**config.mk**
```make
export PLATFORM = sky130hd
export DESIGN_NAME = battle_turn_ctrl
export DESIGN_NICKNAME = d
export VERILOG_FILES = /design/src/rtl/battle_pkg.sv /design/src/rtl/phase_timer.sv /design/src/rtl/battle_turn_ctrl.sv
export SDC_FILE = /design/constraint.sdc
export NUM_CORES = 1
export LEC_CHECK = 0
export CAP_MARGIN = 40
export CORE_MARGIN = 2
export CORE_UTILIZATION = 53
export DETAILED_ROUTE_END_ITERATION = 10
export GPL_TIMING_DRIVEN = 0
export PLACE_DENSITY_LB_ADDON = 0.05
export SYNTH_ARGS = -nofsm -noshare
export SYNTH_HDL_FRONTEND = slang
export SYNTH_SLANG_ARGS = --single-unit
```
**constraint.sdc**
```tcl
create_clock -name i_clk -period 3.06 [get_ports i_clk]
set_clock_uncertainty 0.1 [all_clocks]
set_input_delay 0.306 -clock i_clk [delete_from_list [all_inputs] [get_ports i_clk]]
set_output_delay 0.306 -clock i_clk [all_outputs]
set_load 0.05 [all_outputs]
```
**src/rtl/battle_pkg.sv**
```systemverilog
// Shared types and constants for the battle turn scheduler.
// Optional grace window is enabled with BATTLE_GRACE_EN (see battle_turn_ctrl).
package battle_pkg;

   typedef enum logic [2:0] {
      S_IDLE,
      S_PLAYER,
      S_RESOLVE,
      S_DODGE,
      S_OVER
   } state_t;

   localparam logic [1:0] GS_DODGE  = 2'd0;
   localparam logic [1:0] GS_PLAYER = 2'd1;
   localparam logic [1:0] GS_IDLE   = 2'd2;

   localparam int DEF_DODGE_CYCLES = 125000000;
   localparam int DEF_CNT_W        = 27;
   localparam int DEF_HP_W         = 8;
   localparam int DEF_CHAR_HP_MAX  = 20;
   localparam int DEF_MON_HP_MAX   = 100;
   localparam int DEF_GRACE_CYCLES = 50000000;

endpackage

```
**src/rtl/phase_timer.sv**
```systemverilog
// Loadable down-counter that holds at zero; o_done flags the terminal count.
module phase_timer #(
   parameter int W = 27
) (
   input  logic         i_clk,
   input  logic         i_rst,
   input  logic         i_load,
   input  logic [W-1:0] i_load_val,
   input  logic         i_en,
   output logic [W-1:0] o_count,
   output logic         o_done
);

   logic [W-1:0] count_q;
   logic [W-1:0] count_d;

   always_comb begin
      count_d = count_q;
      if (i_load) begin
         count_d = i_load_val;
      end else if (i_en && (count_q != '0)) begin
         count_d = count_q - W'(1);
      end
   end

   always_ff @(posedge i_clk) begin
      if (i_rst) begin
         count_q <= '0;
      end else begin
         count_q <= count_d;
      end
   end

   assign o_count = count_q;
   assign o_done  = (count_q == '0);

endmodule

```
**src/rtl/battle_turn_ctrl.sv**
```systemverilog
// Battle turn scheduler: player menu turns, timed dodge phases, HP ownership.
// Define BATTLE_GRACE_EN to add a post-hit invulnerability window and o_grace.
//
// state     | meaning
// S_IDLE    | title screen, waiting for i_start
// S_PLAYER  | player menu turn, waiting for i_attack
// S_RESOLVE | apply latched damage to the monster
// S_DODGE   | timed bullet phase, character can be hit
// S_OVER    | battle finished, o_win tells who won
module battle_turn_ctrl
   import battle_pkg::*;
#(
   parameter int DODGE_CYCLES = DEF_DODGE_CYCLES,
   parameter int CNT_W        = DEF_CNT_W,
   parameter int HP_W         = DEF_HP_W,
   parameter int CHAR_HP_MAX  = DEF_CHAR_HP_MAX,
   parameter int MON_HP_MAX   = DEF_MON_HP_MAX
`ifdef BATTLE_GRACE_EN
   ,
   parameter int GRACE_CYCLES = DEF_GRACE_CYCLES
`endif
) (
   input  logic             i_clk,
   input  logic             i_rst,
   input  logic             i_start,
   input  logic             i_attack,
   input  logic [HP_W-1:0]  i_dmg,
   input  logic             i_hit,
   input  logic [HP_W-1:0]  i_hit_dmg,
   output logic [1:0]       o_state_game,
   output logic [HP_W-1:0]  o_char_hp,
   output logic [HP_W-1:0]  o_mon_hp,
   output logic             o_char_alive,
   output logic             o_mon_alive,
   output logic             o_win,
`ifdef BATTLE_GRACE_EN
   output logic             o_grace,
`endif
   output logic [CNT_W-1:0] o_time_left
);

   function automatic logic [HP_W-1:0] sat_sub(input logic [HP_W-1:0] a,
                                               input logic [HP_W-1:0] b);
      return (b >= a) ? '0 : a - b;
   endfunction

   state_t          state_q, state_d;
   logic [HP_W-1:0] char_hp_q, char_hp_d;
   logic [HP_W-1:0] mon_hp_q, mon_hp_d;
   logic [HP_W-1:0] dmg_q, dmg_d;
   logic            win_q, win_d;

   logic [HP_W-1:0]  res_hp;
   logic [HP_W-1:0]  hit_hp;
   logic             hit_ok;
   logic             dt_load;
   logic [CNT_W-1:0] dt_count;
   logic             dt_done;

   always_comb begin
      state_d   = state_q;
      char_hp_d = char_hp_q;
      mon_hp_d  = mon_hp_q;
      dmg_d     = dmg_q;
      win_d     = win_q;
      dt_load   = 1'b0;
      res_hp    = sat_sub(mon_hp_q, dmg_q);
      hit_hp    = sat_sub(char_hp_q, i_hit_dmg);
      case (state_q)
         S_IDLE, S_OVER: begin
            if (i_start) begin
               char_hp_d = HP_W'(CHAR_HP_MAX);
               mon_hp_d  = HP_W'(MON_HP_MAX);
               win_d     = 1'b0;
               state_d   = S_PLAYER;
            end
         end
         S_PLAYER: begin
            if (i_attack) begin
               dmg_d   = i_dmg;
               state_d = S_RESOLVE;
            end
         end
         S_RESOLVE: begin
            mon_hp_d = res_hp;
            if (res_hp == '0) begin
               win_d   = 1'b1;
               state_d = S_OVER;
            end else begin
               dt_load = 1'b1;
               state_d = S_DODGE;
            end
         end
         S_DODGE: begin
            if (hit_ok) begin
               char_hp_d = hit_hp;
            end
            // A fatal hit wins over the phase ending in the same cycle.
            if (hit_ok && (hit_hp == '0)) begin
               win_d   = 1'b0;
               state_d = S_OVER;
            end else if (dt_done) begin
               state_d = S_PLAYER;
            end
         end
         default: state_d = S_IDLE;
      endcase
   end

   always_ff @(posedge i_clk) begin
      if (i_rst) begin
         state_q   <= S_IDLE;
         char_hp_q <= HP_W'(CHAR_HP_MAX);
         mon_hp_q  <= HP_W'(MON_HP_MAX);
         dmg_q     <= '0;
         win_q     <= 1'b0;
      end else begin
         state_q   <= state_d;
         char_hp_q <= char_hp_d;
         mon_hp_q  <= mon_hp_d;
         dmg_q     <= dmg_d;
         win_q     <= win_d;
      end
   end

   phase_timer #(.W(CNT_W)) u_dodge_timer (
      .i_clk      (i_clk),
      .i_rst      (i_rst),
      .i_load     (dt_load),
      .i_load_val (CNT_W'(DODGE_CYCLES - 1)),
      .i_en       (state_q == S_DODGE),
      .o_count    (dt_count),
      .o_done     (dt_done)
   );

`ifdef BATTLE_GRACE_EN
   logic             gr_load;
   logic [CNT_W-1:0] gr_val;
   logic [CNT_W-1:0] gr_count;
   logic             gr_done;

   assign hit_ok = i_hit && gr_done;

   // Window is cleared whenever the next cycle is not a dodge cycle.
   always_comb begin
      gr_load = 1'b0;
      gr_val  = '0;
      if (state_d != S_DODGE) begin
         gr_load = 1'b1;
      end else if (hit_ok) begin
         gr_load = 1'b1;
         gr_val  = CNT_W'(GRACE_CYCLES);
      end
   end

   phase_timer #(.W(CNT_W)) u_grace_timer (
      .i_clk      (i_clk),
      .i_rst      (i_rst),
      .i_load     (gr_load),
      .i_load_val (gr_val),
      .i_en       (state_q == S_DODGE),
      .o_count    (gr_count),
      .o_done     (gr_done)
   );

   assign o_grace = (gr_count != '0);
`else
   assign hit_ok = i_hit;
`endif

   always_comb begin
      o_state_game = GS_IDLE;
      case (state_q)
         S_PLAYER, S_RESOLVE: o_state_game = GS_PLAYER;
         S_DODGE:             o_state_game = GS_DODGE;
         default:             o_state_game = GS_IDLE;
      endcase
   end

   assign o_char_hp    = char_hp_q;
   assign o_mon_hp     = mon_hp_q;
   assign o_char_alive = (char_hp_q != '0);
   assign o_mon_alive  = (mon_hp_q != '0);
   assign o_win        = win_q;
   assign o_time_left  = (state_q == S_DODGE) ? dt_count : '0;

endmodule
```
==> summary.md, run 1 <==
| Metric | Value |
|---|---|
| Status | finished clean |
| Ys Warns | 0 |
| H-tree levels | 2 |
| Endpoints failing hold | 0 |
| Initial Util | 0.539 |
| Worst-path cell chain | inv_1 -> ha_1 -> inv_1 -> fa_1 -> a21o_1 -> a21oi_1 -> xor2_1 -> o211ai_1 -> nor4_4 -> nand2b_1 -> buf_6 -> buf_8 -> a21oi_2 |
| Pin count of the biggest net entering global routing | 18 |
| Cell variety after synth | 64 |
| First-pass GRT wire length | 15.5 mm |
| Nets@finish | 561 |
| PwrDens | 405 mW/mm2 |
| Filler cell count in the final layout | 594 |
| Clk buf depth | 2 |
| Setup tns final | 0 ns |
| Hold Path Depth | 2 |
| Tot Pwr | 1.82 mW |
| Syn-to-layout area delta | 24.8% |
| Rel. slew slack | 0.483 |
| Max Fclk | 0.342 GHz |
| Die height | 86.5 um |
| Final ANT Viol Nets | 0 |
| FF-to-FF End | u_dodge_timer.o_count[11] |
| Max stage delay on crit path | 0.42 ns |
| Worst Setup End Kind | flop |
| Layout Cells excl Fill | 601 |
| Reg area | 0.00110 mm2 |
| Leakage | 1.87 nW |
| DRC errors left | 0 |
| Antenna violations before repair | 0 |
| Worst hold slack | 0.367 ns |
| Post-synth EDFFs | 0 |
| Most common cell after layout, fill and taps aside | dfxtp_1 |
| Mapped Area | 0.00360 mm2 |
| Via density | 5.86 |
| Peak VDD IR | 0.279 mV |
| Core area | 0.00668 mm2 |
| Design area | 0.00450 mm2 |
| Hold EP | dmg_q[1] |
| Die width | 86.5 um |
| CP arrival | 3.02 ns |
| Later-pin clock latency in the skew report | 0.33 ns |
| Hold_buf cts | 0 |
| Gr ovfl total | 0 |
| Num Clock Sinks | 55 |
| Via Count | 3522 |
| # placed instances | 591 |
| Tot GR Track Use | 0.254 |
| Finished Core Util | 0.673 |
| Commonest cells after routing, fill and taps aside | 55 x dfxtp_1, 46 x clkdlybuf4s50_1, 34 x nor2_1 |
| DRC marker count from the first detailed-route iteration | 127 |
| Post-synth ARST share | 0 |
| Critical path's slowest cell | fa_1 |
| Crit-path most repeated cell | inv_1 |
| Drt total wl | 9.50 mm |
| Number of synthesized register bits | 55 |
| Diodes inserted | 0 |
| CP required | 3.15 ns |
| Reg-to-Reg Start | o_mon_hp[0] |
| Ys flop type | dfxtp_1 |
| Critical path type | reg2reg |
| Worst-path fanout max | 10 |
| Tmin final | 2.93 ns |
| Die Area | 0.00747 mm2 |
| CP Launch Type | flop |
| Final worst-path setup slack | 0.134 ns |
| Slew Limit Fails | 0 |
| Syn Nets | 484 |
| Reg2reg setup slack | 0.13 ns |
| DRT Pass-1 Iters | 5 |
| Area of the multi-input gates | 0.00232 mm2 |
| Max_cap viols | 0 |
| Placed Area | 0.00438 mm2 |
| Fin crit share | 0.956 |
| Fraction of layout cells with a size suffix above 1 | 0.0845 |
| Row count | 30 |
| Clock transition at the registers of the reported paths | 0.10 ns |
| Vias in the first global route | 3309 |
| CTS Root Cell | clkbuf_8 |
| Slew @ Worst Pin | 0.775 ns |
| Sequential element share of the synthesized area | 0.306 |
| HP Start | dmg_q[1] |
| Dpl ws | -0.0459 ns |
| Final GP Congestion | 0.922 |
| DP HPWL | 7.08 mm |
| TritonCTS clock tree | done |
| Cts bufs inserted | 5 |
| Worst min-delay path class | reg2reg |
| PortBufs | 68 |
| Mean Syn Cell Area | 8.13 um2 |
| IO Count | 69 |
| FF-to-FF path depth | 13 |
| WL/cell | 15.8 um |
| Final setup violation count | 0 |
| Synth Instances | 443 |
[report_power, final]
part,switching [mW],leakage (nW),internal (mW)
Combinational,0.311,1.37,0.213
Sequential,0.0369,0.445,0.751
Clock,0.264,0.0581,0.244
Total,0.612,1.87,1.21
[critical path, delay by kind of cell (launching register included)]
kind	cells	cell delay [ns]
buffers and inverters	4	0.43
adders and majority gates	2	0.58
and+or+nand+nor	2	0.52
DFF	1	0.35
xor gates and xnor gates	1	0.22
AOI/OAI and AO/OA	4	0.58
[cell usage after synthesis (3+ instances only)]
master,instances,share of area
o22ai_1,5,0.0087
a31oi_1,4,0.0069
a211oi_1,4,0.0083
a2bb2oi_1,4,0.0097
xor2_1,13,0.032
nand3_1,10,0.014
o21ai_0,7,0.0097
xnor2_1,18,0.044
o21a_1,5,0.010
nor4_1,6,0.010
nand2b_1,10,0.017
a22oi_1,5,0.010
and2_1,3,0.0052
clkbuf_1,14,0.015
nand4_1,4,0.0069
nor2b_1,6,0.010
nor2_1,35,0.036
inv_1,24,0.025
nor3b_1,4,0.0083
dfxtp_1,55,0.31
o21bai_1,4,0.0083
or4_1,5,0.010
ha_1,18,0.063
nor3_1,25,0.035
a21oi_2,11,0.027
a21oi_1,32,0.044
or2_2,3,0.0052
nand2_1,32,0.033
or3_1,4,0.0069
and3_1,28,0.049
[final cells by class]
class                           instances  share of cell area
Multi-Input combinational cell        345               0.516
Timing Repair Buffer                   70               0.150
Inverter                               25              0.0209
Tap cell                               80              0.0223
Sequential cell                        55               0.245
Clock inverter                          3             0.00974
Buffer                                 18              0.0211
Clock buffer                            5              0.0153
[routing by layer]
metal / part of all wire / routed length [um] / GRT usage / vias to the layer above
met3: 0.047 / 444 / 0.0333 / 9
met5: 0 / 0 / 0 / -
li1: - / - / - / 1737
met2: 0.49 / 4660 / 0.445 / 91
met4: 0.011 / 109 / 0.0639 / 0
met1: 0.45 / 4280 / 0.331 / 1685
[repair_timing]
item	4_1_cts	5_1_grt
resized for setup	21	4
pin swaps	0	2
setup endpoints to repair	28	22
setup buffers	0	2
[logic make-up (layout without fill, tap and decap cells)]
group	after synthesis	count (layout)	synth area share
simple gates	196	196	0.312
compound gates	98	98	0.182
flops	55	55	0.306
buf+inv	43	121	0.0514
xor+xnor	31	31	0.0753
fa+ha+maj	20	20	0.0736
[sequential cells by signal, indices dropped and copies added, names as in the netlist]
name,flops
dmg_q,8
o_char_hp,8
o_mon_hp,8
o_win,1
state_q,3
u_dodge_timer.o_count,27
[how the worst max path moves through the flow]
stage	startpoint	end	slack (ns)
6_report	o_mon_hp[0]	u_dodge_timer.o_count[11]	0.13
3_3_place_gp	o_mon_hp[0]	u_dodge_timer.o_count[15]	-0.05
5_1_grt	o_mon_hp[0]	u_dodge_timer.o_count[16]	-0.04
3_5_place_dp	o_mon_hp[0]	u_dodge_timer.o_count[15]	-0.05
2_1_floorplan	o_mon_hp[1]	u_dodge_timer.o_count[11]	0.09
4_1_cts	o_mon_hp[0]	u_dodge_timer.o_count[11]	0.03
Power figures use the tool's default switching activity.
==> inputs of run 2 (changes only) <==
--- a/config.mk
+++ b/config.mk
@@ -7,10 +7,11 @@
 export LEC_CHECK = 0
 export CAP_MARGIN = 40
 export CORE_MARGIN = 2
-export CORE_UTILIZATION = 53
+export CORE_UTILIZATION = 54
 export DETAILED_ROUTE_END_ITERATION = 10
 export GPL_TIMING_DRIVEN = 0
 export PLACE_DENSITY_LB_ADDON = 0.05
 export SYNTH_ARGS = -nofsm -noshare
 export SYNTH_HDL_FRONTEND = slang
+export SYNTH_HIERARCHICAL = 1
 export SYNTH_SLANG_ARGS = --single-unit
==> summary.md, run 2 <==
| Metric | Value |
|---|---|
| Setup tns final | 0 ns (unchanged) |
| Nets@finish | 666 (+19%) |
| Worst hold slack | 0.414 ns (+0.0471 ns) |
| Final setup violation count | 0 (unchanged) |
| Crit-path most repeated cell | or4_1 |
| HP Start | u_dodge_timer/o_count[26] |
| Fraction of layout cells with a size suffix above 1 | 0.137 (+0.0527) |
| Leakage | 2.36 nW (+26%) |
| Initial Util | 0.554 (+0.0143) |
| Worst-path fanout max | 10 (unchanged) |
| PwrDens | 415 mW/mm2 (+2.5%) |
| Antenna violations before repair | 0 (unchanged) |
| Sequential element share of the synthesized area | 0.276 (-0.0299) |
| Combinational power share | 0.394 (+0.106) |
| CP required | 3.20 ns (+0.05 ns) |
| Max_cap viols | 0 (unchanged) |
| Crit path max-delay family | simple AND/OR/NAND/NOR gates |
| Status | finished clean |
| Final GP Congestion | 0.919 (-0.35%) |
| Core area | 0.00721 mm2 (+8.0%) |
| Max stage delay on crit path | 0.60 ns (+0.18 ns) |
| Clock network fraction of design power | 0.231 (-0.048) |
| Most instantiated library cell after synthesis | nor2_1 |
| Crit path buf inv count | 1 (-3) |
| DRT Pass-1 Iters | 5 (unchanged) |
| H-tree levels | 2 (unchanged) |
| Final ANT Viol Nets | 0 (unchanged) |
| Critical path's slowest cell | or4_1 |
| Vias in the first global route | 3928 (+19%) |
| Cts bufs inserted | 5 (unchanged) |
| Commonest cells in the netlist | 66 x nor2_1, 55 x dfxtp_1, 35 x inv_1 |
| Critical path type | reg2reg |
| Hold EP | u_dodge_timer/o_count[26] |
| CP arrival | 3.07 ns (+0.05 ns) |
| Endpoints failing hold | 0 (unchanged) |
| Worst Setup End Kind | flop |
| Via Count | 4369 (+24%) |
| Peak VDD IR | 0.265 mV (-4.8%) |
| Tot Pwr | 2.22 mW (+22%) |
| Post-synth ARST share | 0 (unchanged) |
| Drt total wl | 11.8 mm (+25%) |
| Mapped Area | 0.00399 mm2 (+11%) |
| Mean Syn Cell Area | 7.80 um2 (-4.1%) |
| Clk buf depth | 2 (unchanged) |
| Fin crit share | 0.960 (+0.00378) |
| Row count | 31 (+3.3%) |
| DR top layer | met4 |
| Switch share | 0.390 (+0.0542) |
| Flop pwr share | 0.375 (-0.058) |
| Diodes inserted | 0 (unchanged) |
| WL/cell | 16.3 um (+3.1%) |
| Switching pwr | 0.866 mW (+42%) |
| Later-pin clock latency in the skew report | 0.32 ns (about the same) |
| Gr ovfl total | 0 (unchanged) |
| Rel. slew slack | 0.353 (-0.130) |
| Tot GR Track Use | 0.274 (+0.0202) |
| Clock transition at the registers of the reported paths | 0.11 ns (about the same) |
| Die width | 90 um (+4.1%) |
| Die height | 90 um (+4.1%) |
| Max Fclk | 0.340 GHz (-0.39%) |
| Ys Warns | 6 (+6) |
| Slew Limit Fails | 0 (unchanged) |
| FF-to-FF path depth | 6 (-7) |
| Finished Core Util | 0.741 (+0.0682) |
| Post-synth EDFFs | 0 (unchanged) |
| Max reg flops | 27 (unchanged) |
| Yosys top cell area share | 0.276 (-0.0299) |
| Cell variety after synth | 71 (+11%) |
| TritonCTS clock tree | done |
| Reg2reg setup slack | 0.12 ns (about the same) |
| Syn-to-layout area delta | 33.9% |
| Met3 routed WL | 898 um (+100%) |
| Worst-path cell chain | or4_1 -> or4b_1 -> buf_2 -> or4_1 -> or4_1 -> a311oi_1 |
| CTS Root Cell | clkbuf_8 |
| Yosys top cell by area | dfxtp_1 |
| Commonest cells after routing, fill and taps aside | 65 x nor2_1, 49 x dfxtp_1, 48 x clkdlybuf4s50_1 |
| DP HPWL | 8.37 mm (+18%) |
| Int Power | 1.35 mW (+12%) |
| Most common cell after layout, fill and taps aside | nor2_1 |
| FF-to-FF End | u_dodge_timer/o_count[22] |
| Met2 WL | 5.45 mm (+17%) |
| Tmin final | 2.94 ns (+0.0116 ns) |
| Routed length on met1 | 5.31 mm (+24%) |
| Dpl ws | -0.420 ns (-0.374 ns) |
| CP Launch Type | flop |
| PortBufs | 68 (unchanged) |
| First-pass GRT wire length | 18.7 mm (+21%) |
| DRC marker count from the first detailed-route iteration | 292 (+130%) |
| Num Clock Sinks | 55 (unchanged) |
| DRC errors left | 0 (unchanged) |
| Die Area | 0.00810 mm2 (+8.4%) |
| Reg-to-Reg Start | u_dodge_timer/o_count[9] |
| Hold Path Depth | 2 (unchanged) |
| Final worst-path setup slack | 0.122 ns (-0.0116 ns) |
| Number of synthesized register bits | 55 (unchanged) |
| Synth Instances | 512 (+16%) |
| IO Count | 69 (unchanged) |
| Pin count of the biggest net entering global routing | 19 (+1) |
| Via density | 6.02 (+2.7%) |
| Worst min-delay path class | reg2reg |
| Ys flop type | dfxtp_1 |
| Slew @ Worst Pin | 0.968 ns (+0.193 ns) |
| Largest cells by area after synthesis | dfxtp_1 28%, nor2_1 6.2%, ha_1 5.3%, and3_1 4.9%, a311oi_1 3.5% |
==> run 2: cell types whose count changed after synthesis, sizes merged, moves of 8 or more <==
cell | before | now
nor2 | 37 | 67
nor4 | 8 | 16
inv | 24 | 36
clkbuf | 14 | 25
or3 | 4 | 12
a21oi | 43 | 26
a311oi | 0 | 16
xnor2 | 18 | 4
nor3 | 25 | 13
o31ai | 1 | 9
nand2 | 33 | 20
a2111oi | 0 | 9
==> run 2: worst max path at each step <==
stage | cells after the start | end | start | slack (ns)
floorplan | 16 | u_dodge_timer/o_count[7] | o_mon_hp[0] | 0.02
CTS | 14 | u_dodge_timer/o_count[14] | o_mon_hp[0] | -0.007
finish | 6 | u_dodge_timer/o_count[22] | u_dodge_timer/o_count[9] | 0.12
global placement | 15 | u_dodge_timer/o_count[10] | o_mon_hp[0] | -0.35
global route | 16 | u_dodge_timer/o_count[19] | o_mon_hp[0] | -0.04
detailed placement | 15 | u_dodge_timer/o_count[25] | o_mon_hp[0] | -0.42
==> run 2: logic make-up after synthesis <==
family / Yosys count / synth area share
simple gates: 228 / 0.321
other cells: 2 / 0.00188
buf+inv: 71 / 0.0749
compound gates: 123 / 0.232
flops: 55 / 0.276
mux: 3 / 0.00752
xor+xnor: 11 / 0.0241
fa+ha+maj: 19 / 0.0633
==> run 2: final cells by class <==
cell class | instances | area, um2
inverters | 37 | 144
well taps | 99 | 124
repair buffers | 82 | 805
plain buffers | 34 | 241
clock inverters | 3 | 47.5
flip-flops and latches | 55 | 1110
clock buffers | 5 | 68.8
fillers | 576 | 1870
multi-input cells | 411 | 2810
==> run 2: per-layer routing <==
metal  track usage  vias to the layer above
met3        0.0394                       19
met1         0.378                     2045
met4        0.0756                        0
met2         0.450                      193
met5             0                        -
li1              -                     2112
==> run 2: repair_timing <==
action                                  4_1_cts  5_1_grt
hold buffers                                  0        0
gates cloned                                  0        2
setup buffers                                 2       10
pin swaps                                     3       17
endpoints found under the setup margin       41       43
resized for setup                            31       51
==> run 2: power groups by stage <==
| stage | Combinational, mW | Clock (mW) | Sequential [mW] |
|---|---|---|---|
| after floorplan | 0.549 | 0 | 0.837 |
| after detailed placement | 0.758 | 0 | 0.844 |
| after global placement | 0.738 | 0 | 0.841 |
| after global routing | 0.941 | 0.546 | 0.840 |
| final | 0.874 | 0.514 | 0.832 |
| after CTS | 0.778 | 0.522 | 0.829 |
==> run 2: tightest hold or removal path: stages, from the launching register on <==
cell	delay, ns
dfxtp_1	0.34
nand3_1	0.08
a21oi_1	0.06
==> run 2: metrics by stage <==
step                cells  cell area (um2)
finish                726             5350
floorplan             537             4100
global placement      704             4900
detailed placement    704             4900
global route          726             5350
CTS                   714             5090
==> inputs of run 3 (changes only) <==
--- a/config.mk
+++ b/config.mk
@@ -10,7 +10,7 @@
 export CORE_UTILIZATION = 54
 export DETAILED_ROUTE_END_ITERATION = 10
 export GPL_TIMING_DRIVEN = 0
-export PLACE_DENSITY_LB_ADDON = 0.05
+export PLACE_DENSITY = 0.81
 export SYNTH_ARGS = -nofsm -noshare
 export SYNTH_HDL_FRONTEND = slang
 export SYNTH_HIERARCHICAL = 1
==> summary.md, run 3 (synthesis gave the netlist of run 2 again) <==
| Metric | Value |
|---|---|
| Status | finished clean |
| Setup tns final | 0 ns (unchanged) |
| IO Count | 69 (unchanged) |
| Later-pin clock latency in the skew report | 0.32 ns (about the same) |
| Rel. slew slack | 0.548 (+0.195) |
| Reg2reg setup slack | 0.12 ns (about the same) |
| Reg-to-Reg Start | o_mon_hp[0] |
| Max_cap viols | 0 (unchanged) |
| CP Launch Type | flop |
| Vias in the first global route | 3892 (-0.92%) |
| Most common cell after layout, fill and taps aside | nor2_1 |
| Leakage | 2.36 nW (-0.25%) |
| Core area | 0.00721 mm2 (unchanged) |
| Max reg flops | 27 (unchanged) |
| Tot GR Track Use | 0.273 (-0.00105) |
| Clk buf depth | 2 (unchanged) |
| Final ANT Viol Nets | 0 (unchanged) |
| Endpoints failing hold | 0 (unchanged) |
| Via Count | 4257 (-2.6%) |
| Worst Setup End Kind | flop |
| Slew Limit Fails | 0 (unchanged) |
| Diodes inserted | 0 (unchanged) |
| Gr ovfl total | 0 (unchanged) |
| Filler cell count in the final layout | 589 (+2.3%) |
| Worst-path fanout max | 10 (unchanged) |
| Hold EP | u_dodge_timer/o_count[26] |
| Syn-to-layout area delta | 30.3% |
| Pin count of the biggest net entering global routing | 18 (-1) |
| CP required | 3.18 ns (-0.02 ns) |
| Nets@finish | 658 (-1.2%) |
| DRC errors left | 0 (unchanged) |
| HP Start | u_dodge_timer/o_count[26] |
| Final setup violation count | 0 (unchanged) |
| Cts bufs inserted | 5 (unchanged) |
| # placed instances | 705 (+0.14%) |
| Fin crit share | 0.961 (about the same) |
| Critical path type | reg2reg |
| Tmin final | 2.94 ns (+0.00288 ns) |
| CTS Root Cell | clkbuf_8 |
| Hold Path Depth | 2 (unchanged) |
| Max Fclk | 0.340 GHz (about the same) |
| DP HPWL | 8.18 mm (-2.2%) |
| Die Area | 0.00810 mm2 (unchanged) |
| H-tree levels | 2 (unchanged) |
| Final GP Congestion | 0.935 (+1.7%) |
| Num Clock Sinks | 55 (unchanged) |
| CP arrival | 3.06 ns (about the same) |
| PwrDens | 432 mW/mm2 (+4.0%) |
| Slew @ Worst Pin | 0.672 ns (-0.296 ns) |
| Die width | 90 um (unchanged) |
| Clock transition at the registers of the reported paths | 0.11 ns (about the same) |
| DRC marker count from the first detailed-route iteration | 286 (-2.1%) |
| Fraction of layout cells with a size suffix above 1 | 0.115 (-0.0225) |
| WL/cell | 16.1 um (-1.2%) |
| Commonest cells after routing, fill and taps aside | 65 x nor2_1, 48 x dfxtp_1, 48 x clkdlybuf4s50_1 |
| TritonCTS clock tree | done |
| Antenna violations before repair | 0 (unchanged) |
| Reg area | 0.00111 mm2 (-0.11%) |
| Peak VDD IR | 0.225 mV (-15%) |
| FF-to-FF End | u_dodge_timer/o_count[8] |
| Drt total wl | 11.6 mm (-2.3%) |
| Layout Cells excl Fill | 718 (-1.1%) |
| PortBufs | 68 (unchanged) |
| Worst min-delay path class | reg2reg |
| DRT Pass-1 Iters | 5 (unchanged) |
| Finished Core Util | 0.721 (-0.0203) |
| Area of the multi-input gates | 0.00275 mm2 (-2.0%) |
| Via density | 5.93 (-1.5%) |
| Die height | 90 um (unchanged) |
| First-pass GRT wire length | 18.6 mm (-0.14%) |
| Initial Util | 0.554 (unchanged) |
| FF-to-FF path depth | 14 (+8) |
| Row count | 31 (unchanged) |
| Tot Pwr | 2.25 mW (+1.2%) |
-- run 3: changes by cell type in the layout (fill, tap and decap cells not counted), moves of 2 or more --
cell	before	now
a311oi_1	12	15
buf_2	3	6
inv_6	2	0
a2111oi_0	0	4
dfxtp_2	5	7
a311oi_2	4	1
dlygate4sd2_1	14	10
a2111oi_1	3	1
dlymetal6s2s_1	6	10
buf_6	6	4
buf_4	14	8
clkbuf_16	3	0
-- run 3: worst max-delay path: stages, from the launching register on --
cell      delay [ns]
dfxtp_2         0.38
inv_1           0.05
ha_1            0.20
inv_1           0.08
fa_2            0.22
nand3_2         0.12
a2111o_1        0.39
nand3_1         0.12
nor4_2          0.07
and2_4          0.19
nor2_4          0.22
inv_2           0.08
buf_8           0.15
clkbuf_4        0.21
a311oi_1        0.26
-- run 3: what timing repair did --
item,4_1_cts,5_1_grt
hold buffers,0,0
resized for setup,21,41
pin swaps,2,6
buffers inserted,2,4
setup endpoints to repair,37,44
-- run 3: worst max path at each step --
stage                      startpoint  cells past startpoint  slack [ns]                        end
after global placement    o_mon_hp[0]                     15       -0.37  u_dodge_timer/o_count[13]
after detailed placement  o_mon_hp[0]                     15       -0.46  u_dodge_timer/o_count[25]
after global routing      o_mon_hp[0]                     15       -0.01   u_dodge_timer/o_count[7]
final                     o_mon_hp[0]                     14        0.12   u_dodge_timer/o_count[8]
after floorplan           o_mon_hp[0]                     16        0.02   u_dodge_timer/o_count[7]
after CTS                  state_q[1]                      6       0.008            o_time_left[21]
-- run 3: area by class of cell --
class                   instances  share of cell area
multi-input cells             411               0.529
flip-flops and latches         55               0.213
repair buffers                 75               0.143
plain buffers                  33              0.0382
inverters                      37              0.0267
well taps                      99              0.0238
clock buffers                   5              0.0132
clock inverters                 3              0.0130
-- run 3: metal layers --
metal / vias to the layer above / global-route usage / part of all wire
met5: - / 0 / 0
met4: 0 / 0.0731 / 0.013
met3: 15 / 0.0369 / 0.064
met2: 157 / 0.456 / 0.46
met1: 1994 / 0.373 / 0.46
li1: 2091 / - / -
-- run 3: metrics by stage --
stage	worst slack, ns	cell area (um2)	hold WS (ns)
finish	0.119	5200	0.406
CTS	0.00820	5080	0.405
global route	-0.0123	5200	0.434
floorplan	0.0216	4100	0.345
global placement	-0.371	4900	0.382
detailed placement	-0.464	4910	0.390
-- run 3: report_power, final --
part	internal (mW)	total (mW)	switching [mW]
Sequential	0.765	0.830	0.0648
Clock	0.327	0.589	0.263
Combinational	0.312	0.828	0.516
